$ cat src/rtl/smi_pkg.sv
// Shared constants and types for the SMI transmit packer: IOC register map,
// default version value and the enable FSM state type.
package smi_pkg;

  localparam logic [7:0] DEFAULT_MODULE_VERSION = 8'h01;

  localparam logic [4:0] IOC_VERSION      = 5'd0;
  localparam logic [4:0] IOC_STATUS       = 5'd1;
  localparam logic [4:0] IOC_CONTROL      = 5'd2;
  localparam logic [4:0] IOC_WORD_COUNT   = 5'd3;
  localparam logic [4:0] IOC_FIRST_UNUSED = 5'd4;

  typedef enum logic {
    ST_IDLE    = 1'b0,
    ST_COLLECT = 1'b1
  } state_t;

endpackage

$ cat src/rtl/smi_sync.sv
// Multi-flop synchronizer for one asynchronous SMI control line, with a
// single-cycle rising-edge indication on the synchronized level.
module smi_sync #(
  parameter int STAGES = 2
) (
  input  logic clk,
  input  logic rst,
  input  logic d,
  output logic q,
  output logic rise
);

  logic [STAGES-1:0] chain;
  logic              last;

  // NOTE: sequential state is written only with non-blocking assignments so
  // every flop in the chain samples its predecessor's pre-edge value.
  always_ff @(posedge clk) begin
    if (rst) begin
      chain <= '0;
      last  <= 1'b0;
    end else begin
      chain <= {chain[STAGES-2:0], d};
      last  <= chain[STAGES-1];
    end
  end

  assign q    = chain[STAGES-1];
  assign rise = q & ~last;

endmodule

$ cat src/rtl/smi_tx_packer.sv
// SMI TX front end: packs RPI-written bytes MSB-first into 32-bit words for
// the TX FIFO and exposes version/status/control/word-count IOC registers.
module smi_tx_packer
  import smi_pkg::*;
#(
  parameter logic [7:0] MODULE_VERSION = DEFAULT_MODULE_VERSION,
  parameter int         SYNC_STAGES    = 2
) (
  input  logic        i_sys_clk,
  input  logic        i_rst,
  input  logic [4:0]  i_ioc,
  input  logic [7:0]  i_data_in,
  output logic [7:0]  o_data_out,
  input  logic        i_cs,
  input  logic        i_fetch_cmd,
  input  logic        i_load_cmd,
  input  logic [2:0]  i_smi_a,
  input  logic        i_smi_swe_srw,
  input  logic [7:0]  i_smi_data_in,
  output logic        o_smi_write_req,
  output logic        o_fifo_push,
  output logic [31:0] o_fifo_pushed_data,
  input  logic        i_fifo_full,
  output logic        o_overflow,
  output logic        o_address_error
);

  state_t      state, next_state;
  logic [1:0]  byte_idx;
  logic [31:0] assembly;
  logic [7:0]  word_count;
  logic [7:0]  data_dly [SYNC_STAGES];
  logic        swe_rise, swe_level_unused;
  logic        a1_level, a1_rise;
  logic        smi_a_unused;

  assign smi_a_unused = ^{i_smi_a[2], i_smi_a[0]};

  smi_sync #(.STAGES(SYNC_STAGES)) u_swe_sync (
    .clk (i_sys_clk),
    .rst (i_rst),
    .d   (i_smi_swe_srw),
    .q   (swe_level_unused),
    .rise(swe_rise)
  );

  smi_sync #(.STAGES(SYNC_STAGES)) u_a1_sync (
    .clk (i_sys_clk),
    .rst (i_rst),
    .d   (i_smi_a[1]),
    .q   (a1_level),
    .rise(a1_rise)
  );

  // Data delay matches the strobe synchronizer so the byte lines up with swe_rise.
  // NOTE: this delay line is a few flops rather than a RAM, so it is reset like any other state.
  always_ff @(posedge i_sys_clk) begin
    if (i_rst) begin
      for (int i = 0; i < SYNC_STAGES; i++) data_dly[i] <= '0;
    end else begin
      data_dly[0] <= i_smi_data_in;
      for (int i = 1; i < SYNC_STAGES; i++) data_dly[i] <= data_dly[i-1];
    end
  end

  logic reg_rd, reg_wr, ctrl_wr, realign, clear_word, capture, last_byte;
  logic [7:0] smi_byte;

  assign smi_byte   = data_dly[SYNC_STAGES-1];
  assign reg_rd     = i_cs & i_fetch_cmd;
  assign reg_wr     = i_cs & i_load_cmd;
  assign ctrl_wr    = reg_wr && (i_ioc == IOC_CONTROL);
  assign realign    = ctrl_wr && i_data_in[1];
  // A state change, realign or TX->RX turnaround discards any partial word; disable beats a capture.
  assign clear_word = (next_state != state) || realign || a1_rise;
  assign capture    = swe_rise && !a1_level && (state == ST_COLLECT) && !clear_word;
  assign last_byte  = capture && (byte_idx == 2'd3);

  always_ff @(posedge i_sys_clk) begin
    if (i_rst) state <= ST_IDLE;
    else       state <= next_state;
  end

  // NOTE: next_state is defaulted first so no path through the block infers a latch.
  always_comb begin
    next_state = state;
    if (ctrl_wr) next_state = i_data_in[0] ? ST_COLLECT : ST_IDLE;
  end

  always_ff @(posedge i_sys_clk) begin
    if (i_rst) begin
      byte_idx           <= '0;
      assembly           <= '0;
      word_count         <= '0;
      o_fifo_push        <= 1'b0;
      o_fifo_pushed_data <= '0;
      o_overflow         <= 1'b0;
      o_smi_write_req    <= 1'b0;
    end else begin
      o_fifo_push     <= 1'b0;
      o_smi_write_req <= (state == ST_COLLECT) && !i_fifo_full;
      // Overflow set has priority over a simultaneous clear.
      o_overflow      <= (o_overflow && !realign) || (last_byte && i_fifo_full);
      if (clear_word) begin
        byte_idx <= '0;
        assembly <= '0;
      end else if (last_byte) begin
        byte_idx           <= '0;
        assembly           <= '0;
        o_fifo_pushed_data <= {assembly[31:8], smi_byte};
        if (!i_fifo_full) begin
          o_fifo_push <= 1'b1;
          word_count  <= word_count + 8'd1;
        end
      end else if (capture) begin
        assembly[{~byte_idx, 3'b000} +: 8] <= smi_byte;
        byte_idx                           <= byte_idx + 2'd1;
      end
    end
  end

  always_ff @(posedge i_sys_clk) begin
    if (i_rst) begin
      o_data_out      <= '0;
      o_address_error <= 1'b0;
    end else begin
      o_address_error <= (reg_rd || reg_wr) && (i_ioc >= IOC_FIRST_UNUSED);
      if (reg_rd) begin
        case (i_ioc)
          IOC_VERSION:    o_data_out <= MODULE_VERSION;
          IOC_STATUS:     o_data_out <= {3'b000, byte_idx, i_fifo_full, o_overflow,
                                         state == ST_COLLECT};
          IOC_CONTROL:    o_data_out <= {7'b0000000, state == ST_COLLECT};
          IOC_WORD_COUNT: o_data_out <= word_count;
          default:        o_data_out <= o_data_out;
        endcase
      end
    end
  end

endmodule

$ cat config.mk
export PLATFORM = sky130hd
export DESIGN_NAME = smi_tx_packer
export DESIGN_NICKNAME = d
export VERILOG_FILES = /design/src/rtl/smi_pkg.sv /design/src/rtl/smi_sync.sv /design/src/rtl/smi_tx_packer.sv
export SDC_FILE = /design/constraint.sdc
export NUM_CORES = 1
export LEC_CHECK = 0
export CAP_MARGIN = 20
export CORE_ASPECT_RATIO = 1.4
export CORE_UTILIZATION = 50
export DETAILED_ROUTE_END_ITERATION = 10
export GPL_TIMING_DRIVEN = 0
export PLACE_DENSITY_LB_ADDON = 0.15
export REMOVE_ABC_BUFFERS = 1
export SLEW_MARGIN = 20
export SYNTH_ARGS = -nofsm -noshare
export SYNTH_HDL_FRONTEND = slang
export SYNTH_SLANG_ARGS = --single-unit
$ cat constraint.sdc
create_clock -name i_sys_clk -period 2.2 [get_ports i_sys_clk]
set_clock_uncertainty 0.15 [all_clocks]
set_input_delay 0.44 -clock i_sys_clk [delete_from_list [all_inputs] [get_ports i_sys_clk]]
set_output_delay 0.44 -clock i_sys_clk [all_outputs]
set_load 0.05 [all_outputs]
# Yosys cells after proc, flatten, opt, wreduce, memory -nomap -nowiden
# Memory sizes are Yosys's and may differ from the RTL's.
# Index checks and enable logic that the tools add are counted.
[totals] reg_bits=93 ram_bits=16 inputBits=31 out_inout_bits=44 word_cells=73 mem_count=1
[mem_list] memory="data_dly" words=2 word_bits=8 rd=2 rd_clocked_by_memory_dff=0 write_ports=2 line_no="smi_tx_packer.sv:32" text="logic [7:0] data_dly [SYNC_STAGES];"
[classes] n_addsub=3 n_lt_le_gt_ge=1 n_eq_ne=5 shifts=2 mux=10 n_bitwise=12 reduce_logical=25
[op_table] operator="bitwise mux 32 bit" n=1
[op_table] operator="one-hot mux 8 bit (4 select lines)" n=1
[op_table] operator="variable shift 8 x 7 -> 32 bit, first input constant" n=1
[op_table] operator="variable part select 8 x 7 -> 32 bit" n=1
[op_table] operator="2-to-1 mux 8 bit" n=2
[op_table] operator="== test 5 x 2 -> 1 bit, second input constant" n=2
[op_table] operator="logical AND 1 bit" n=10
[op_table] operator="adder 8 x 1 -> 8 bit, second input constant" n=1
[op_table] operator="negator 5 -> 7 bit" n=1
[op_table] operator="2-to-1 mux 1 bit" n=6
[op_table] operator="OR reduction 3 bit" n=2
[op_table] operator="== test 5 x 1 -> 1 bit, second input constant" n=1
[op_table] operator=">= comparator 5 x 3 -> 1 bit, second input constant" n=1
[op_table] operator="zero test 5 bit" n=1
[op_table] operator="NOT 1 bit" n=5
[op_table] operator="bitwise AND 1 bit" n=4
[op_table] operator="zero test 1 bit" n=4
[op_table] operator="logical OR 1 bit" n=4
[op_table] operator="AND reduction 2 bit" n=2
[op_table] operator="nonzero test 4 bit" n=1
[op_table] operator="AND reduction 3 bit" n=1
[op_table] operator="adder 2 x 1 -> 2 bit, second input constant" n=1
[op_table] operator="== test 2 bit, second input constant" n=1
[op_table] operator="NOT 2 bit" n=1
[op_table] operator="2 further kinds" n=3

# Logic depth before layout (Yosys ltp)
# Gate-level depths: netlist (run 1).
[logic_depth] ltp_word=11 ltp_mapped=7 mapped_depth_nobuf=6

# Modules after synthesis
# A second synthesis (run 1) with hierarchy kept.
[unflattened] cells_unflattened=391 area_unflattened_um2=3981.3
[by_module_without_submodules] mod="smi_tx_packer" n_inst=1 cells_each=377 area_per_inst_um2=3806.2 seq_area_each_um2=1901.8
[by_module_without_submodules] mod="smi_sync" n_inst=2 cells_each=7 area_per_inst_um2=87.6 seq_area_each_um2=60.1

# Least setup slack after synthesis (run 1)
# Ideal clock, no wire load.
[synth_path] kind="input to register" startpoint="input port i_data_in[0]" endpoint="register word_count[2]" setup_time_ps=121 arrival_ps=1715 required_ps=1929 path_slack_ps=214 path_stages=6 n_path_buf=2 path_cell_list="xor2_1 o2111a_2 buf_6 buf_6 nor4b_1 mux2_2"
[synth_via] elab_chain_cells=9 word_cells_on_any_way=10 cone_classes="eq/ne: 1; mux: 2; bitwise: 1; reduce/logical: 6"
[synth_lines] item="start: declaration" line_no="smi_tx_packer.sv:12" text="input logic [7:0] i_data_in,"
[synth_lines] item="2-to-1 mux 1 bit * (2 in a row)" line_no="smi_tx_packer.sv:87" text="if (ctrl_wr) next_state = i_data_in[0] ? ST_COLLECT : ST_IDLE;"
[synth_lines] item="!= test 1 bit *" line_no="smi_tx_packer.sv:75" text="assign clear_word = (next_state != state) || realign || a1_rise;"
[synth_lines] item="logical OR 1 bit * (2 in a row)" line_no="smi_tx_packer.sv:75"
[synth_lines] item="zero test 1 bit" line_no="smi_tx_packer.sv:76" text="assign capture = swe_rise && !a1_level && (state == ST_COLLECT) && !clear_word;"
[synth_lines] item="logical AND 1 bit" line_no="smi_tx_packer.sv:76"
[synth_lines] item="logical AND 1 bit" line_no="smi_tx_packer.sv:77" text="assign last_byte = capture && (byte_idx == 2'd3);"
[synth_lines] item="AND reduction 3 bit (no line) *"
[synth_lines] item="end signal: assignment" line_no="smi_tx_packer.sv:113" text="word_count <= word_count + 8'd1;"
[synth_lines] item="end: declaration" line_no="smi_tx_packer.sv:31" text="logic [7:0] word_count;"
# Every way passes the cells marked *; elsewhere a longest branch is shown, timed or not.
# A chain may end at the register's enable or synchronous reset.

# Final worst setup path (run 1)
[layout_path] startpoint="register o_fifo_pushed_data[29]" endpoint="output port o_fifo_pushed_data[29]"
[layout_lines] item="start: declaration" line_no="smi_tx_packer.sv:22" text="output logic [31:0] o_fifo_pushed_data,"
[layout_lines] item="start signal: assignment" line_no="smi_tx_packer.sv:110" text="o_fifo_pushed_data <= {assembly[31:8], smi_byte};"
# No word-level cell between the ends.

==> run_results.csv, run 1 <==
group,metric,value,unit
status,outcome,"finished clean",
finish,drive_gt1_share,8.64,%
synth,synth-xor-area-share,0.427,%
setup_path,worstPathRequired,1.61,ns
synth,synth_top_cell_by_area,"dfxtp_1",
detailed_routing,vias,3056,
setup_path,critPathArrivalTime,1.56,ns
die,dieArea,8580,um2
pwr,leakagePower,1.68,nW
setup_path,cp_num_buf_inv,1,
finish,multi_input_area,1950,um2
synth,seq_area_frac_synth,49.2,%
detailed_routing,dr.pass1.iters,4,
synth,ys.warnings.count,0,
cts,clkTransAtPathRegs,0.09,ns
timing,slew_violations,0,
setup_path,slowest_delay,0.82,ns
synth,yosys-top-cells-count,"101 x dfxtp_1, 66 x nand2b_1, 34 x mux2i_1",
finish,final-seq-area,2020,um2
timing,worstMarginPinSlew,0.515,ns
synth,post-synth-top-count-cell,"dfxtp_1",
place,dpl_cell_area,4770,um2
timing,finalHoldViolCount,0,
detailed_routing,wl_per_cell,14.1,um
min_path,min_from,"data_dly[0][7]",
grt,antenna_found_initial,0,
finish,diodes,0,
synth,ys.flop_type,"dfxtp_1",
detailed_routing,drcViolationCount,0,
timing,timing.final.ws_setup,0.0515,ns
synth,ys_types,41,
synth,avgSynthCellArea,10.3,um2
grt,grt_max_degree,60,
detailed_routing,drt-initial-drc-count,121,
grt,grt_pass1_wl,12800,um
pwr,powerDensity,625,nW/um2
setup_path,setup.worst_path.start,"o_fifo_pushed_data[29]",
grt,overflow,0,
finish,area_delta_synth_final,23.6,%
cts,clk-insertion-delay-late,0.36,ns
grt,grt_use_total,19.4,%
place,numPortBuffers,66,
run,drv_cap,0,
synth,synth_edf_count,0,
timing,setup_viol,0,
cts,cts_max_path_buffers,2,
cts,root_buffer,"clkbuf_8",
timing,hold_slack,0.291,ns
cts,cts_made_buffers,9,
place,pre_cts_ws,-0.640,ns
finish,postLayoutCellArea,5080,um2
setup_path,path_cells,"clkdlybuf4s50_1",
setup_path,criticalPathCategory,"flip-flop to primary output",
synth,synth-simple-area-share,25.5,%
timing,period_share,97.7,%
die,fp.dieH,109,um
synth,async_reset_ff_share,0,%
timing,tns,0,ns
setup_path,path_max_fanout,2,
synth,synth_top_area_share,49.2,%
detailed_routing,drtAntennaViolNets,0,
timing,fmax,465,MHz
synth,synth_top_family_by_area,"simple AND/OR/NAND/NOR gates",
synth,synth-seq-cells,101,
synth,synthMuxAreaShare,9.38,%
detailed_routing,drt-vias-per-instance,5.43,
pwr,total_power,3.17,mW
die,die_w,78.6,um
setup_path,critPathLaunchType,"flip-flop",
setup_path,cp-end-kind,"primary output",
cts,postCtsHoldBufs,0,
min_path,hold_class,"flip-flop to flip-flop",
place,hpwl,5130,um
synth,synth_compound_area_share,9.69,%
setup_path,reg2reg_from,"state",
die,ios,75,
cts,clock-sinks,101,
die,num_rows,38,
timing,layout_min_cycle_time,2.15,ns
timing,rsz0062_at_grt,"false",
pwr,irDropWorstVdd,454,uV
setup_path,slowest_stage,"clkdlybuf4s50_1",
synth,synthTopCellsByArea,"dfxtp_1 49%, nand2b_1 10%, mux2i_1 8.3%, nor2b_1 4.0%, a32o_1 3.9%",
timing,relSlewSlack,65.5,%
cts,cts.htree.levels,3,
synth,netlist_area,4110,um2
setup_path,crit_family,"buffers and inverters",
synth,syn_inst,397,
die,core_area,7850,um2
cts,cts_tree,"yes",
grt,grt_pass1_vias,2715,
synth,synthAdderAreaFrac,1.52,%
finish,nets,495,
detailed_routing,wirelength,7940,um
die,start_util,52.3,%
place,gp_congestion,0.741,
finish,fill_cells,659,
==> worst paths after layout <==
kind	end	cells after the start	slack [ns]
setup reg to reg	word_count[2]	4	0.07
setup / recovery	o_fifo_pushed_data[29]	1	0.05
hold reg to reg	data_dly[0][15]	1	0.29
hold / removal	data_dly[0][15]	1	0.29
==> report_power, final <==
part           total, mW  internal, mW  switching, mW  leakage (nW)
clock network       1.16         0.554          0.604        0.0927
logic              0.159        0.0868         0.0723         0.772
registers           1.86          1.85         0.0118         0.818
==> cells by family after synthesis <==
family / count (synthesis)
and+or+nand+nor: 169
DFF: 101
AOI/OAI and AO/OA: 52
muxes: 38
buffers and inverters: 30
adders and majority gates: 5
xor gates and xnor gates: 2
==> state kept, by name, indices dropped and copies added (netlist names) <==
signal              cells
assembly               24
byte_idx                2
data_dly               16
o_address_error         1
o_data_out              8
o_fifo_push             1
o_fifo_pushed_data     32
o_overflow              1
o_smi_write_req         1
state                   1
u_a1_sync.chain         2
u_a1_sync.last          1
u_swe_sync.chain        2
u_swe_sync.last         1
word_count              8
==> layer usage <==
| metal | wire length, um | GRT usage (%) | vias to the layer above | share of wire [%] |
|---|---|---|---|---|
| met5 | 0 | 0 | - | 0 |
| met4 | 174 | 9.26 | 0 | 2.2 |
| met3 | 267 | 3.93 | 13 | 3.4 |
| met2 | 4090 | 34.5 | 74 | 52 |
| met1 | 3400 | 22.0 | 1459 | 43 |
| li1 | - | - | 1510 | - |
==> layout by cell type, fill, tap and decap left out, types with 3 or more instances in the layout <==
master / n
buf_4: 6
a21oi_1: 22
nor3_1: 3
ha_1: 5
o31ai_1: 6
mux2i_1: 34
nand2b_1: 66
mux2_2: 4
clkdlybuf4s50_1: 65
nand3_1: 14
nor2b_1: 25
nor4b_4: 3
o21ai_0: 3
dfxtp_1: 101
clkbuf_8: 10
nor2_1: 8
a32o_1: 16
inv_1: 4
nand2_1: 22
or4_1: 6
buf_12: 4
nand4_1: 4
==> layout make-up <==
cell class / count / area share (%)
tap: 100 / 2.46
sequential: 101 / 39.8
inverter: 4 / 0.296
clock buffer: 12 / 2.86
multi-input combinational: 268 / 38.4
timing repair buffer: 75 / 15.3
clock inverter: 3 / 0.912
==> worst register-to-register path, stage by stage (launching register included) <==
cell,delay (ns)
dfxtp_1,0.45
and4bb_2,0.48
nand2_4,0.19
nor4b_1,0.39
mux2_2,0.37
==> per-stage QoR <==
step                      cells  util [%]
after CTS                   557      64.0
after global placement      537      60.3
after detailed placement    539      60.9
after global routing        563      64.7
after floorplan             371         -
final                       563      64.7
==> what timing repair did <==
action | CTS | global route
gates resized for setup | 2 | 3
pin swaps | 3 | 4
gates cloned | 1 | 1
endpoints found under the setup margin | 58 | 50
buffers inserted | 2 | 5
(Power assumes the default switching activity.)
==> run 2, diff against run 1 <==
CORE_UTILIZATION = 52   (was 50)
==> run_results.csv, run 2 (same netlist as run 1, synthesis figures left out) <==
group,metric,value,unit
grt,antenna_found_initial,0,
pwr,leakagePower,1.71,nW
timing,period_share,97.3,%
die,fp.dieH,107,um
finish,top_regs,"o_fifo_pushed_data x32, assembly x24, data_dly x16",
grt,grt_pass1_wl,13400,um
die,start_util,53.3,%
cts,clk-insertion-delay-late,0.37,ns
place,hpwl,5220,um
die,num_rows,38,
die,core_area,7700,um2
timing,hold_slack,0.294,ns
pwr,powerDensity,609,nW/um2
setup_path,critPathLaunchType,"flip-flop",
grt,grt_use_total,20.8,%
detailed_routing,vias,3030,
timing,relSlewSlack,64.3,%
die,dieArea,8260,um2
grt,grt_pass1_vias,2881,
timing,setup_viol,0,
finish,largest-register,"o_fifo_pushed_data",
setup_path,worstPathRequired,1.61,ns
setup_path,ff2ff_setup_slack,0.21,ns
finish,diodes,0,
setup_path,slowest_delay,0.81,ns
setup_path,cp_num_buf_inv,1,
timing,rsz0062_at_grt,"false",
run,drv_cap,0,
timing,fmax,467,MHz
setup_path,critPathArrivalTime,1.55,ns
detailed_routing,dr.pass1.iters,5,
timing,finalHoldViolCount,0,
setup_path,cp-end-kind,"primary output",
min_path,hold_class,"flip-flop to flip-flop",
timing,tns,0,ns
detailed_routing,drtAntennaViolNets,0,
cts,root_buffer,"clkbuf_8",
finish,largest_reg_flops,32,
finish,drive_gt1_share,9.05,%
detailed_routing,wirelength,7960,um
status,outcome,"finished clean",
place,gp_congestion,0.761,
grt,overflow,0,
die,die_w,77.1,um
cts,clock-sinks,101,
die,ios,75,
detailed_routing,drt-vias-per-instance,5.37,
cts,cts_tree,"yes",
setup_path,path_max_fanout,2,
cts,cts_max_path_buffers,2,
place,numPortBuffers,66,
finish,nets,495,
setup_path,slowest_stage,"clkdlybuf4s50_1",
finish,final_cell_mix,"101 x dfxtp_1, 66 x nand2b_1, 64 x clkdlybuf4s50_1",
timing,worstMarginPinSlew,0.535,ns
pwr,irDropWorstVdd,487,uV
timing,slew_violations,0,
grt,grt_max_degree,72,
timing,layout_min_cycle_time,2.14,ns
setup_path,path_cells,"clkdlybuf4s50_1",
cts,postCtsHoldBufs,0,
finish,area_delta_synth_final,24.6,%
finish,post-route-util,66.4,%
detailed_routing,wl_per_cell,14.1,um
cts,cts.htree.levels,3,
cts,clkTransAtPathRegs,0.09,ns
setup_path,crit_family,"buffers and inverters",
setup_path,criticalPathCategory,"flip-flop to primary output",
finish,final_common_cell,"dfxtp_1",
cts,cts_made_buffers,9,
detailed_routing,drcViolationCount,0,
detailed_routing,drt-initial-drc-count,172,
## run 2: worst paths after layout
| path | from | to | depth (start not counted) |
|---|---|---|---|
| worst max-delay path | o_fifo_pushed_data[13] | o_fifo_pushed_data[13] | 1 |
| worst max register to register | byte_idx[0] | assembly[16] | 6 |
| worst min-delay path | u_a1_sync.chain[0] | u_a1_sync.chain[1] | 1 |
| worst min register to register | u_a1_sync.chain[0] | u_a1_sync.chain[1] | 1 |
## run 2: layer usage
metal  part of all wire, %  GRT usage, %  vias to the layer above
li1                      -             -                     1521
met3                   3.6          4.00                       14
met1                    42          24.1                     1431
met2                    52          36.2                       64
met5                     0             0                        -
met4                   2.2          11.2                        0
## run 2: power by group
group          switching, mW  total [mW]  internal (mW)  leakage (nW)
sequential            0.0121        1.86           1.85         0.818
clock                  0.595        1.10          0.503        0.0994
combinational         0.0730       0.160         0.0870         0.792
total                  0.680        3.12           2.44          1.71
## run 2: what timing repair did
item                                    CTS  global route
endpoints found under the setup margin   59            54
gates resized for setup                   2             6
gates cloned                              1             1
endpoints found under the hold margin     0             0
pin swaps                                 4             1
buffers inserted                          5             2
## run 2: layout make-up
cell class,instances,area [um2]
clock buffer,13,169
clock inverter,3,18.8
timing repair buffer,75,806
multi-input combinational,268,1960
sequential,101,2020
fill,623,2590
inverter,4,15.0
tap,100,125
## run 2: through the flow
step / instances / power [mW] / setup WS (ns) / area (um2)
6_report: 564 / 3.12 / 0.0600 / 5110
5_1_grt: 564 / 3.24 / 0.00365 / 5110
4_1_cts: 561 / 3.15 / 0.00724 / 5060
3_5_place_dp: 539 / 2.05 / -0.682 / 4790
3_3_place_gp: 537 / 2.05 / -2.50 / 4730
2_1_floorplan: 371 / 1.96 / -0.515 / 3950
